`src/rtl/mem_wb_elastic_stage.sv`:
```
// MEM->WB pipeline stage with valid/ready handshake, optional 2-entry skid buffer,
// synchronous flush, bubble-squashed register write enable and retired-instruction counter.
module mem_wb_elastic_stage #(
    parameter int DATA_W  = 32,
    parameter int REG_W   = 5,
    parameter int TAG_W   = 4,
    parameter int CNT_W   = 16,
    parameter bit SKID_EN = 1'b1
) (
    input  logic              clk,
    input  logic              rst,
    input  logic              flush,
    input  logic              in_valid,
    output logic              in_ready,
    input  logic              in_wreg,
    input  logic              in_m2reg,
    input  logic [DATA_W-1:0] in_mem_data,
    input  logic [DATA_W-1:0] in_alu,
    input  logic [REG_W-1:0]  in_rdrt,
    input  logic [TAG_W-1:0]  in_ins_type,
    input  logic [TAG_W-1:0]  in_ins_number,
    output logic              out_valid,
    input  logic              out_ready,
    output logic              out_wreg,
    output logic              out_m2reg,
    output logic [DATA_W-1:0] out_mem_data,
    output logic [DATA_W-1:0] out_alu,
    output logic [REG_W-1:0]  out_rdrt,
    output logic [DATA_W-1:0] out_wb_data,
    output logic [TAG_W-1:0]  out_ins_type,
    output logic [TAG_W-1:0]  out_ins_number,
    output logic [CNT_W-1:0]  retired_count
);

    localparam logic [1:0] EMPTY = 2'd0;
    localparam logic [1:0] ONE   = 2'd1;
    localparam logic [1:0] TWO   = 2'd2;

    typedef struct packed {
        logic              wreg;
        logic              m2reg;
        logic [DATA_W-1:0] mem_data;
        logic [DATA_W-1:0] alu;
        logic [REG_W-1:0]  rdrt;
        logic [TAG_W-1:0]  ins_type;
        logic [TAG_W-1:0]  ins_number;
    } entry_t;

    logic [1:0]       state_q, state_d;
    entry_t           head_q, head_d;
    entry_t           skid_q, skid_d;
    entry_t           in_e;
    logic [CNT_W-1:0] cnt_q, cnt_d;
    logic             accept;
    logic             drain;

    assign in_e = '{wreg:       in_wreg,
                    m2reg:      in_m2reg,
                    mem_data:   in_mem_data,
                    alu:        in_alu,
                    rdrt:       in_rdrt,
                    ins_type:   in_ins_type,
                    ins_number: in_ins_number};

    assign out_valid = (state_q != EMPTY);
    assign accept    = in_valid & in_ready;
    assign drain     = out_valid & out_ready;

    always_comb begin
        state_d = state_q;
        head_d  = head_q;
        skid_d  = skid_q;
        cnt_d   = cnt_q + CNT_W'(drain);
        // flush wins over any accept in the same cycle; a concurrent drain is still counted above
        if (flush) begin
            state_d = EMPTY;
            head_d  = '0;
            skid_d  = '0;
        end else begin
            case (state_q)
                EMPTY: begin
                    if (accept) begin
                        head_d  = in_e;
                        state_d = ONE;
                    end
                end
                ONE: begin
                    case ({accept, drain})
                        2'b11: head_d = in_e;
                        2'b10: begin
                            if (SKID_EN) begin
                                skid_d  = in_e;
                                state_d = TWO;
                            end
                        end
                        2'b01: state_d = EMPTY;
                        default: ;
                    endcase
                end
                TWO: begin
                    if (drain) begin
                        head_d  = skid_q;
                        skid_d  = '0;
                        state_d = ONE;
                    end
                end
                default: state_d = EMPTY;
            endcase
        end
    end

    always_ff @(posedge clk or posedge rst) begin
        if (rst) begin
            state_q <= EMPTY;
            head_q  <= '0;
            skid_q  <= '0;
            cnt_q   <= '0;
        end else begin
            state_q <= state_d;
            head_q  <= head_d;
            skid_q  <= skid_d;
            cnt_q   <= cnt_d;
        end
    end

    // With the skid buffer, in_ready is a flop so it never combinationally depends on out_ready.
    generate
        if (SKID_EN) begin : g_skid
            logic in_ready_q;
            always_ff @(posedge clk or posedge rst) begin
                if (rst) begin
                    in_ready_q <= 1'b1;
                end else begin
                    in_ready_q <= (state_d != TWO);
                end
            end
            assign in_ready = in_ready_q;
        end else begin : g_noskid
            assign in_ready = !out_valid | out_ready;
        end
    endgenerate

    assign out_wreg       = head_q.wreg & out_valid;
    assign out_m2reg      = head_q.m2reg;
    assign out_mem_data   = head_q.mem_data;
    assign out_alu        = head_q.alu;
    assign out_rdrt       = head_q.rdrt;
    assign out_wb_data    = head_q.m2reg ? head_q.mem_data : head_q.alu;
    assign out_ins_type   = head_q.ins_type;
    assign out_ins_number = head_q.ins_number;
    assign retired_count  = cnt_q;

endmodule

```
`config.mk`:
```
export PLATFORM = sky130hd
export DESIGN_NAME = mem_wb_elastic_stage
export DESIGN_NICKNAME = d
export VERILOG_FILES = /design/src/rtl/mem_wb_elastic_stage.sv
export SDC_FILE = /design/constraint.sdc
export NUM_CORES = 1
export LEC_CHECK = 0
export CORE_MARGIN = 2
export CORE_UTILIZATION = 50
export DETAILED_ROUTE_END_ITERATION = 12
export DONT_BUFFER_PORTS = 1
export REMOVE_ABC_BUFFERS = 1
export SLEW_MARGIN = 10
export SYNTH_ARGS = -nofsm -noshare
export SYNTH_HDL_FRONTEND = slang
export SYNTH_SLANG_ARGS = --single-unit
```
`constraint.sdc`:
```
create_clock -name clk -period 8 [get_ports clk]
set_clock_uncertainty 0.1 [all_clocks]
set_input_delay 0.8 -clock clk [delete_from_list [all_inputs] [get_ports clk]]
set_output_delay 0.8 -clock clk [all_outputs]
set_load 0.1 [all_outputs]
```
==> metrics.txt, run 1 <==
Post-CTS Setup Bufs=0; H-tree levels=4; Int Pwr=1.58 mW; hold buffers post-CTS=0; largest net degree at the start of global routing=163; Combinational Power Share=16.1%; PortBufs=0; hpwl dp=13100 µm; clk_lat worst skew=0.43 ns; status=complete, no violations; Initial Util=51.5%; pre-CTS setup slack=3.12 ns; # Max-Cap Violations=0; crit path DAT=5.05 ns; synth unique cells=32; total grt overflow=0; Yosys warnings=0; crit path time final=4.88 ns; post-cts resize count=0; Worst Setup Path Type=flip-flop to flip-flop; chip width=140 µm; area post-placement=0.00871 mm²; worst min-delay path category=primary input to async pin; Final Hold Vio Count=0; first-pass GRT wire length=37500 µm; worst setup margin=3.12 ns; via count=6757; initial drt markers=418; row count=49; Antenna Cells=0; power share of the sequential group=52.2%; critical path depth in cells=8; DR WL/cell=23.3 µm; switching share of power=42.9%; Tot Pwr=2.76 mW; fraction of final layout cells sized beyond drive strength 1=10.7%; GRT Overall Usage=23.8%; CTS max path bufs=2; critical-path cell list=or2_2 > nand2_1 > inv_1 > ha_1 > and3b_4 > or3_2 > buf_4 > a311oi_1; worst rel slew slack=20.8%; final setup violation count=0; crit-path max FO=88; Static Leakage=4.46 nW; initial antenna violation count=0; Synth Register Bits=177; Cell Area, Synth=0.00931 mm²; fillcell total=1606; max frequency=205 MHz; Post-synth EDFFs=0; io pins=213; clock sink total=177; number of global-route vias before repair=6927; Critical Path RT=8.17 ns; worst hold slack=0.311 ns; design area=0.00932 mm²; # nets final=860; Worst-Margin Slew=1.19 ns; Buf/Inv on CP=2; CTS tree=yes; Non-Filler Instances=1014; Max stage delay cell, worst path=dfrtp_4; synthesis-to-layout area growth=0.148%; DR vias/cell=6.66; clock root buffer master=clkbuf_16; ANT nets after route=0; GRT Max-Usage Layer=met2; VDD IR max=0.162 mV; dpl cells=982; Core ar.=0.0181 mm²; CTS clk-pin slew, worst paths=0.07 ns; reg2reg path depth=8; met1 usage=29.4%; kind of end point of the critical path=flip-flop; switching power=1.19 mW; Num CTS Buffers=17; dominant synthesized flop cell=dfrtp_1; CP startpoint kind=flip-flop; unrepaired setup endpoints after global routing=no; fin crit share=61.0%; Die Footprint=0.0197 mm²; dominant delay contributor by cell family on the critical path=simple AND/OR/NAND/NOR gates; WL final=23600 µm; Chip Height=140 µm; Power Density=296 mW/mm²; DRT Pass-1 Iters=5; routing usage on met2=40.1%; # DRC=0; Gate Count Post-Synth=928; Max Slew Vio Count=0; Worst path max stage delay=1.13 ns; Clk pwr share=31.6%; met3 Use GR=7.52%; asr flop ratio synth=100%; GPL Wtd Cong=0.776; post-synthesis area per instance=10.0 µm²; register area share after synthesis=47.6%
layout make-up:
type                            instances  area [µm²]  area share (%)
Sequential cell                       177        4440            47.6
Timing Repair Buffer                    6        45.0           0.483
Multi-Input combinational cell        567        3930            42.1
Clock inverter                         13         159            1.70
Clock buffer                           19         453            4.86
Inverter                                3        16.3           0.174
Tap cell                              229         287            3.07
cells by family after synthesis:
| logic type | Yosys count | share of synthesized area (%) |
|---|---|---|
| AO/OA/AOI/OAI | 162 | 14.2 |
| XOR/XNOR | 14 | 1.32 |
| adder cells (fa/ha/maj) | 4 | 0.538 |
| buffers and inverters | 184 | 10.8 |
| flip-flops | 177 | 47.6 |
| multiplexers | 32 | 3.87 |
| AND/OR/NAND/NOR | 355 | 21.6 |
flip-flops by register name, indices dropped and copies added (netlist names):
signal / count
head_q: 1
in_ready: 1
out_alu: 32
out_ins_number: 4
out_ins_type: 4
out_m2reg: 1
out_mem_data: 32
out_rdrt: 5
retired_count: 16
skid_q: 79
state_q: 2
metal layers:
| layer | wire [µm] | vias up |
|---|---|---|
| li1 | - | 3040 |
| met1 | 9560 | 3446 |
| met2 | 11700 | 240 |
| met3 | 1950 | 31 |
| met4 | 397 | 0 |
| met5 | 0 | - |
final timing paths:
check	from	end	slack [ns]
setup / recovery	state_q[1]	out_ins_number[3]	3.12
hold / removal	rst	out_mem_data[13]	0.31
setup reg to reg	state_q[1]	out_ins_number[3]	3.12
hold reg to reg	skid_q[12]	skid_q[12]	0.38
max in group asynchronous	rst	out_m2reg	5.85
min in group clk	flush	out_mem_data[17]	0.35
worst register-to-register path, stage by stage, from the launching register on:
cell	delay, ns
dfrtp_4	1.13
or2_2	0.62
nand2_1	0.15
inv_1	0.11
ha_1	0.15
and3b_4	0.93
or3_2	0.68
buf_4	0.64
a311oi_1	0.23
power by group through the flow:
stage | clock network (mW) | registers (mW) | logic [mW]
6_report | 0.874 | 1.44 | 0.446
5_1_grt | 0.929 | 1.45 | 0.475
4_1_cts | 0.887 | 1.44 | 0.449
3_5_place_dp | 0 | 1.46 | 0.449
3_3_place_gp | 0 | 1.46 | 0.440
2_1_floorplan | 0 | 1.44 | 0.387
cell usage after synthesis (2+ instances only):
library cell	instances	area share (%)
a21o_1	79	6.4
a311oi_1	79	7.4
and2_1	4	0.27
and3b_1	2	0.19
and4_1	2	0.19
buf_2	8	0.43
buf_4	78	6.3
buf_6	2	0.24
clkbuf_1	93	3.7
dfrtp_1	176	47
ha_1	4	0.54
inv_1	3	0.12
mux2_2	32	3.9
nand2_1	165	6.7
nand2b_1	2	0.13
nand3_1	5	0.27
nand4_1	7	0.47
nor2b_1	2	0.13
nor4_1	82	5.5
nor4b_1	79	7.4
xnor2_1	9	0.85
xor2_1	5	0.47
cells in the final DEF (no fill, tap or decap), types with 3 or more instances in the layout:
| cell type | count |
|---|---|
| clkinvlp_4 | 3 |
| dfrtp_1 | 174 |
| nor4_1 | 82 |
| nor4b_1 | 79 |
| xor2_1 | 5 |
| clkbuf_16 | 17 |
| and2_1 | 4 |
| inv_6 | 3 |
| buf_4 | 6 |
| xnor2_1 | 9 |
| a21o_1 | 79 |
| mux2_2 | 32 |
| nand3_1 | 5 |
| clkinv_2 | 4 |
| a311oi_1 | 79 |
| nand2_1 | 164 |
| nand4_1 | 7 |
| bufinv_16 | 3 |
| ha_1 | 4 |
metrics by stage:
| stage | util, % | TNS (ns) |
|---|---|---|
| after floorplan | - | -102.71 |
| after global placement | 48.2 | 0 |
| after detailed placement | 48.2 | 0 |
| after CTS | 51.5 | 0 |
| after global routing | 51.5 | 0 |
| final | 51.5 | 0 |
Note: power is estimated with default switching activity, not from simulation.
==> run 2: changes to the inputs <==
--- a/config.mk
+++ b/config.mk
@@ -9,6 +9,7 @@
 export CORE_UTILIZATION = 50
 export DETAILED_ROUTE_END_ITERATION = 12
 export DONT_BUFFER_PORTS = 1
+export PLACE_DENSITY = 0.68
 export REMOVE_ABC_BUFFERS = 1
 export SLEW_MARGIN = 10
 export SYNTH_ARGS = -nofsm -noshare
==> constraint.sdc (replaced) <==
create_clock -name clk -period 4 [get_ports clk]
set_clock_uncertainty 0.1 [all_clocks]
set_input_delay 0.4 -clock clk [delete_from_list [all_inputs] [get_ports clk]]
set_output_delay 0.4 -clock clk [all_outputs]
set_load 0.1 [all_outputs]
==> run 2 against run 1 <==
  * First-iteration DRC count up 20%
  * Critical path depth down 3
  * Flip-flop and latch count unchanged
==> metrics.txt, run 2 (synthesis gave the netlist of run 1 again) <==
WL final=25000 µm (+5.8%); Critical Path RT=4.21 ns (-3.96 ns); crit-path max FO=53 (-40%); Worst path max stage delay=0.80 ns (-0.33 ns); Die Footprint=0.0197 mm² (unchanged); GRT Max-Usage Layer=met2; Max stage delay cell, worst path=or3_2; met1 usage=31.6% (+2.2 points); largest net degree at the start of global routing=95 (-42%); # Max-Cap Violations=0 (unchanged); Power Density=585 mW/mm² (+97%); status=complete, no violations; kind of end point of the critical path=flip-flop; Worst-Margin Slew=1.04 ns (-0.153 ns); commonest non-fill, non-tap cells in the layout=dfrtp_1, nand2_1, nor4_1; Max Slew Vio Count=0 (unchanged); first-pass GRT wire length=39200 µm (+4.5%); final setup violation count=0 (unchanged); met3 Use GR=8.24% (+0.72 points); CTS max path bufs=2 (unchanged); via count=7126 (+5.5%); GPL Wtd Cong=0.788 (+1.5%); H-tree levels=4 (unchanged); Num CTS Buffers=17 (unchanged); max frequency=302 MHz (+47%); hpwl dp=14600 µm (+11%); clock root buffer master=clkbuf_16; VDD IR max=0.304 mV (+87%); routing usage on met2=41.6% (+1.5 points); io pins=213 (unchanged); row count=49 (unchanged); total grt overflow=0 (unchanged); max FFs per register=79 (unchanged); CP startpoint kind=flip-flop; DRT Pass-1 Iters=5 (unchanged); Buf/Inv on CP=2 (unchanged); worst rel slew slack=31.0% (+10 points); clock sink total=177 (unchanged); # nets final=901 (+4.8%); crit path time final=3.31 ns (-1.57 ns); initial drt markers=501 (+20%); ANT nets after route=0 (unchanged); number of global-route vias before repair=7098 (+2.5%); PortBufs=0 (unchanged); chip width=140 µm (unchanged); DR WL/cell=23.7 µm (+1.7%); Initial Util=51.5% (unchanged); worst min-delay path category=primary input to flip-flop; initial antenna violation count=0 (unchanged); Chip Height=140 µm (unchanged); worst setup margin=0.688 ns (-2.43 ns); GRT Overall Usage=25.1% (+1.3 points); Worst Setup Path Type=flip-flop to flip-flop; DR vias/cell=6.75 (+1.4%); fillcell total=1574 (-2.0%); Top reg by flops=skid_q; CTS clk-pin slew, worst paths=0.07 ns (about the same); post-cts resize count=0 (unchanged); synthesis-to-layout area growth=4.11%; Post-CTS Setup Bufs=0 (unchanged); Final Hold Vio Count=0 (unchanged); Core ar.=0.0181 mm² (unchanged); # DRC=0 (unchanged); dpl cells=1021 (+4.0%); Static Leakage=4.68 nW (+5.0%); worst hold slack=0.0277 ns (-0.283 ns); critical-path cell list=buf_4 > and3b_2 > or3_2 > buf_12 > a311oi_1; fraction of final layout cells sized beyond drive strength 1=15.0% (+4.3 points); most common cell after layout, fill and taps aside=dfrtp_1; fin crit share=82.8% (+22 points); clk_lat worst skew=0.43 ns (about the same); crit path DAT=3.53 ns (-1.52 ns); Tot Pwr=5.67 mW (+110%); CTS tree=yes; pre-CTS setup slack=0.725 ns (-2.40 ns); dominant delay contributor by cell family on the critical path=simple AND/OR/NAND/NOR gates; Antenna Cells=0 (unchanged); Non-Filler Instances=1055 (+4.0%); unrepaired setup endpoints after global routing=no
-- run 2: changes by cell type in the layout (fill, tap and decap cells not counted), sizes merged --
| cell | previous run | this run |
|---|---|---|
| dlygate4sd3 | 0 | 1 |
| inv | 5 | 8 |
| buf | 6 | 46 |
| clkinv | 5 | 2 |
-- run 2: repair_timing --
action                                  4_1_cts  5_1_grt
hold buffers                                  2        0
endpoints found under the setup margin        0        0
hold endpoints to repair                    171        0
-- run 2: final timing paths --
path	startpoint	endpoint	slack, ns	cells after the start
max in group asynchronous	rst	skid_q[43]	2.23	3
min in group asynchronous	rst	out_mem_data[17]	0.54	2
min	in_ins_number[0]	out_ins_number[0]	0.03	2
max	state_q[1]	out_mem_data[15]	0.69	5
min reg2reg	skid_q[48]	skid_q[48]	0.38	1
max reg2reg	state_q[1]	out_mem_data[15]	0.69	5
-- run 2: layer usage --
metal | routed length [µm] | up-vias
met3 | 2350 | 23
met4 | 331 | 0
met1 | 10100 | 3641
met5 | 0 | -
li1 | - | 3135
met2 | 12100 | 327
-- run 2: worst reg2reg max path, delay by kind of cell (launching register included) --
family	cells	cell delay, ns
AOI/OAI and AO/OA	1	0.31
buffers and inverters	2	0.99
DFF	1	0.71
and+or+nand+nor	2	1.09
-- run 2: area by class of cell --
class                      instances  area [µm²]  area share (%)
multi-input combinational        567        3920            40.4
clock buffer                      19         453            4.67
timing repair buffer              47         413            4.26
tap                              229         287            2.96
inverter                           3        16.3           0.168
clock inverter                    13         173            1.78
sequential                       177        4440            45.8
-- run 2: through the flow --
step	cell area [µm²]	setup TNS [ns]	util (%)
6_report	9690	0	53.6
5_1_grt	9690	0	53.6
4_1_cts	9690	0	53.6
3_5_place_dp	9030	0	49.9
3_3_place_gp	9030	0	49.9
2_1_floorplan	8310	-773.77	-
-- run 2: where the power goes --
part,internal [mW],total [mW],switching (mW)
Clock,1.03,1.78,0.747
Combinational,0.287,1.31,1.02
Sequential,1.92,2.58,0.661
Total,3.24,5.67,2.43
